==> config.mk <==
export PLATFORM = sky130hd
export DESIGN_NAME = spi_param_fifo
export DESIGN_NICKNAME = d
export VERILOG_FILES = /design/src/rtl/spi_param_fifo.sv
export SDC_FILE = /design/constraint.sdc
export NUM_CORES = 2
export LEC_CHECK = 0
export CORE_ASPECT_RATIO = 0.75
export CORE_MARGIN = 2
export CORE_UTILIZATION = 30
export CTS_CLUSTER_DIAMETER = 40
export DETAILED_ROUTE_END_ITERATION = 8
export GPL_TIMING_DRIVEN = 0
export PLACE_DENSITY = 0.41
export SLEW_MARGIN = 20
export SYNTH_ARGS = -nofsm -noshare
export SYNTH_HDL_FRONTEND = slang
export SYNTH_SLANG_ARGS = --single-unit
export TNS_END_PERCENT = 20
==> constraint.sdc <==
create_clock -name pclk -period 4.18 [get_ports pclk]
set_clock_uncertainty 0.1 [all_clocks]
set_input_delay 0.836 -clock pclk [delete_from_list [all_inputs] [get_ports pclk]]
set_output_delay 0.836 -clock pclk [all_outputs]
set_load 0.01 [all_outputs]
==> src/rtl/spi_param_fifo.sv <==
// Parameterised synchronous FIFO with registered read port,
// occupancy level, threshold flags and sticky error flags.
module spi_param_fifo #(
  parameter int DATA_WIDTH    = 32,
  parameter int POINTER_WIDTH = 6
) (
  input  logic                     pclk,
  input  logic                     preset,
  input  logic                     clear,
  input  logic                     flag_clr,
  input  logic                     wen,
  input  logic [DATA_WIDTH-1:0]    wdata,
  input  logic                     ren,
  output logic [DATA_WIDTH-1:0]    rdata,
  output logic                     rvalid,
  output logic [POINTER_WIDTH:0]   level,
  input  logic [POINTER_WIDTH:0]   af_th,
  input  logic [POINTER_WIDTH:0]   ae_th,
  output logic                     full,
  output logic                     empty,
  output logic                     almost_full,
  output logic                     almost_empty,
  output logic                     overflow,
  output logic                     underflow
);

  localparam int DEPTH = 2 ** POINTER_WIDTH;
  localparam int PW1   = POINTER_WIDTH + 1;
  localparam logic [POINTER_WIDTH:0] DEPTH_L = PW1'(DEPTH);
  localparam logic [POINTER_WIDTH:0] PONE =
    {{POINTER_WIDTH{1'b0}}, 1'b1};

  logic [DATA_WIDTH-1:0]  mem_q [DEPTH];
  logic [POINTER_WIDTH:0] wptr_q, wptr_d;
  logic [POINTER_WIDTH:0] rptr_q, rptr_d;
  logic [POINTER_WIDTH:0] level_q, level_d;
  logic [DATA_WIDTH-1:0]  rdata_q, rdata_d;
  logic                   rvalid_q, rvalid_d;
  logic                   ovf_q, ovf_d;
  logic                   udf_q, udf_d;
  logic                   rd_acc, wr_acc;

  assign full         = (level_q == DEPTH_L);
  assign empty        = (level_q == '0);
  assign almost_full  = (level_q >= af_th);
  assign almost_empty = (level_q <= ae_th);
  assign level        = level_q;
  assign rdata        = rdata_q;
  assign rvalid       = rvalid_q;
  assign overflow     = ovf_q;
  assign underflow    = udf_q;

  // A full FIFO still takes a write when a read frees a slot.
  assign rd_acc = ren && !empty && !clear;
  assign wr_acc = wen && (!full || rd_acc) && !clear;

  always_comb begin
    wptr_d   = wptr_q;
    rptr_d   = rptr_q;
    level_d  = level_q;
    rdata_d  = rdata_q;
    rvalid_d = 1'b0;
    ovf_d    = ovf_q;
    udf_d    = udf_q;
    if (clear) begin
      wptr_d  = '0;
      rptr_d  = '0;
      level_d = '0;
      ovf_d   = 1'b0;
      udf_d   = 1'b0;
    end else begin
      if (wr_acc) wptr_d = wptr_q + PONE;
      if (rd_acc) begin
        rptr_d   = rptr_q + PONE;
        rdata_d  = mem_q[rptr_q[POINTER_WIDTH-1:0]];
        rvalid_d = 1'b1;
      end
      case ({wr_acc, rd_acc})
        2'b10:   level_d = level_q + PONE;
        2'b01:   level_d = level_q - PONE;
        default: level_d = level_q;
      endcase
      ovf_d = (ovf_q && !flag_clr) || (wen && !wr_acc);
      udf_d = (udf_q && !flag_clr) || (ren && !rd_acc);
    end
  end

  always_ff @(posedge pclk) begin
    if (wr_acc && !preset)
      mem_q[wptr_q[POINTER_WIDTH-1:0]] <= wdata;
  end

  always_ff @(posedge pclk) begin
    if (preset) begin
      wptr_q   <= '0;
      rptr_q   <= '0;
      level_q  <= '0;
      rdata_q  <= '0;
      rvalid_q <= 1'b0;
      ovf_q    <= 1'b0;
      udf_q    <= 1'b0;
    end else begin
      wptr_q   <= wptr_d;
      rptr_q   <= rptr_d;
      level_q  <= level_d;
      rdata_q  <= rdata_d;
      rvalid_q <= rvalid_d;
      ovf_q    <= ovf_d;
      udf_q    <= udf_d;
    end
  end

endmodule

==> run metrics <==
outcome=completed; Layout fillers=24300; Yosys top cell by area=edfxtp_1; layout cells sized above 1=30.7%; Buf/Inv on CP=4; worst path arrival time=4.85 ns; Max-Cap Viols=0; gr usage total=23.5%; CTS tree=yes; DRC Markers=0; R2R cell count=9; core area=269000 sq um; Logic pwr share=1.7%; Switching Share=21.6%; Synth top area share=76.0%; Initial Util=30.1%; Pleak=31.2 nW; setup violators final=0; Power Dens Cells=476 nW/um^2; Seq pwr share=48.2%; WP data required=4.88 ns; hold slack final=0.107 ns; crit-path max cell delay=0.69 ns; port bufs=97; final net count=4461; synthesized net count=3854; CP Class=flop to flop; Critical-path top delay cell=clkinv_1; Max Clock Freq=241 MHz; Cell Area, Synth=80900 sq um; dominant synthesized flop cell=edfxtp_1; async set or reset register ratio after synthesis=0%; Synth cell types=65; total gr overflow=0; post-route minimum period=4.16 ns; top-count cell post-synth=edfxtp_1; Pre-Repair DR Iteration Count=5; reg-to-reg setup timing slack=0.02 ns; die width=604 um; synth cell count leaders=2048 x edfxtp_1, 444 x mux4_2, 214 x mux2i_1; CP most frequent cell=buf_2; launching point of the worst reg2reg path=rptr_q[3]$_SDFFE_PP0P_; Crit. End Element=flop; main area contributors after synthesis=edfxtp_1 76%, mux4_2 12%, mux2i_1 2.6%; largest net degree at the start of global routing=65; Tcrit/Tclk final=99.4%; hold-critical path depth=1; antenna violations before repair=27; Yosys warnings=0; startpoint types=flop; Die ar.=274000 sq um; WL final=326000 um; CTS sink count=2102; critical path peak fanout=10; Internal=37.7 mW; gpl congestion=0.817; clk buf depth=4; Placement Rows=165; drt wl/cell=39.8 um; reg2reg end=rdata[6]$_SDFFE_PP0P_; Worst Hold Launch=wdata[4]; worst-path cell chain=buf_2 > clkinv_1 > nor2_1 > buf_2 > clkbuf_2 > a21oi_1 > nand2_1 > o2111ai_1 > a31oi_1; Die Y=454 um; max-slew violation count=0; IO Pins=98; root buf cell=clkbuf_16; relative slew slack=16.9%; Hold Path End=mem_q[56][4]$_DFFE_PP_; peak supply drop=0.273 mV; area grow syn2layout=24.7%; CTS H-tree lvls=5; EDFF count, synth=2048; Psw=10.4 mW; via count=44700; number of buffers created by CTS=286; Final Hold Fails=0; worst slew pin tran=1.25 ns; vias per cell=5.46; CP delay by family, top=buffers and inverters; syn avg cell area=21.4 sq um; Iter 0 DRT Violations=6785; clock network fraction of total power=50.1%; first-pass GRT wire length=424000 um; Worst-Skew Late Latency=0.87 ns; HP Class=input pin to flop; DRT antenna net count=0; fin cells=8190; RSZ-0062 raised after global routing=yes; synthesized flop and latch total=2102; Detail Placement HPWL=228000 um; Cells after Synth=3779; placed insts=7672; number of global-route vias before repair=42800; clock-pin slew on the worst setup and hold paths=0.06 ns; sequential-to-total area share from yosys stat=77.3%
[layer usage]
layer | track usage, % | up-vias | routed length [um]
met1 | 34.8 | 24700 | 147000
met3 | 5.02 | 440 | 28400
met2 | 35.0 | 2371 | 143000
met5 | 0 | - | 0
li1 | - | 17200 | -
met4 | 6.17 | 0 | 8550
[cell families (layout without fill, tap and decap cells)]
group | Yosys count | in the layout | synth area share [%]
AND/OR/NAND/NOR | 346 | 346 | 1.91
other | 0 | 2 | 0
adder cells (fa/ha/maj) | 23 | 23 | 0.365
multiplexers | 669 | 669 | 15.2
XOR/XNOR | 11 | 11 | 0.119
AO/OA/AOI/OAI | 395 | 395 | 3.30
flip-flops | 2102 | 2102 | 77.3
buffers and inverters | 233 | 1052 | 1.74
[registers in the layout, indices dropped and copies added, names as in the netlist]
name / count
overflow: 1
wptr_q: 6
mem_q: 2048
underflow: 1
rptr_q: 6
rvalid: 1
rdata: 32
level: 7
[placed cells by master (no fill, tap or decap), types with 17 or more instances in the layout]
cell type,count
edfxtp_1,2048
mux4_2,444
clkbuf_16,293
mux2i_1,214
buf_12,121
nand2_1,116
a21oi_1,111
buf_4,84
a22oi_1,81
buf_16,80
buf_2,79
nor2_4,66
clkdlybuf4s50_1,65
nor2_1,55
dfxtp_1,53
clkbuf_1,47
o22ai_1,42
clkinv_1,33
inv_6,33
buf_6,31
clkinv_2,31
clkbuf_2,29
clkinvlp_4,28
nand3_1,27
inv_1,25
nor3_1,24
a31oi_1,24
o221ai_1,24
ha_1,22
clkinv_4,20
bufinv_16,20
a211oi_1,17
[cell type report]
cell class / count / area (sq um) / area share, %
diodes: 2 / 5.00 / 0.00496
plain buffers: 204 / 1350 / 1.33
clock buffers: 325 / 7510 / 7.44
clock inverters: 175 / 1710 / 1.69
inverters: 28 / 105 / 0.104
multi-input cells: 1444 / 17500 / 17.3
flip-flops and latches: 2102 / 62600 / 62.0
well taps: 3590 / 4490 / 4.45
repair buffers: 320 / 5680 / 5.63
[power groups by stage]
stage / Clock (mW) / Combinational [mW] / Sequential, mW
2_1_floorplan: 0 / 0.198 / 23.6
3_3_place_gp: 0 / 0.729 / 23.7
3_5_place_dp: 0 / 0.809 / 23.6
4_1_cts: 24.4 / 0.810 / 23.2
5_1_grt: 25.2 / 0.859 / 23.1
6_report: 24.1 / 0.811 / 23.1
[worst max path at each step]
stage / start / endpoint / slack, ns / cells past startpoint
after floorplan: clear / mem_q[61][0]$_DFFE_PP_ / 0.40 / 6
after global placement: clear / mem_q[57][23]$_DFFE_PP_ / -5.03 / 7
after detailed placement: ren / mem_q[14][0]$_DFFE_PP_ / -0.68 / 9
after CTS: level[5]$_SDFFE_PP0P_ / mem_q[22][18]$_DFFE_PP_ / -0.002 / 9
after global routing: level[5]$_SDFFE_PP0P_ / mem_q[18][18]$_DFFE_PP_ / -0.11 / 8
final: rptr_q[3]$_SDFFE_PP0P_ / rdata[6]$_SDFFE_PP0P_ / 0.02 / 9
[repair_timing]
| action | in CTS | in global routing |
|---|---|---|
| buffers inserted | 1 | 16 |
| gates cloned | 0 | 0 |
| setup endpoints to repair | 18 | 121 |
| hold buffers | 0 | 0 |
| pin swaps | 1 | 6 |
| gates resized for setup | 4 | 1 |
[per-stage QoR]
stage / area [sq um] / setup TNS, ns / worst slack (ns) / util, % / power [mW]
after floorplan: 80900 / 0 / 0.404 / - / 23.8
after global placement: 86400 / -8167.27 / -5.03 / 32.1 / 24.4
after detailed placement: 91500 / -294.99 / -0.679 / 34.0 / 24.4
after CTS: 101000 / -0.00248 / -0.00248 / 37.5 / 48.3
after global routing: 101000 / -3.85 / -0.112 / 37.5 / 49.2
final: 101000 / 0 / 0.0240 / 37.5 / 48.0
Power figures use the tool's default switching activity.
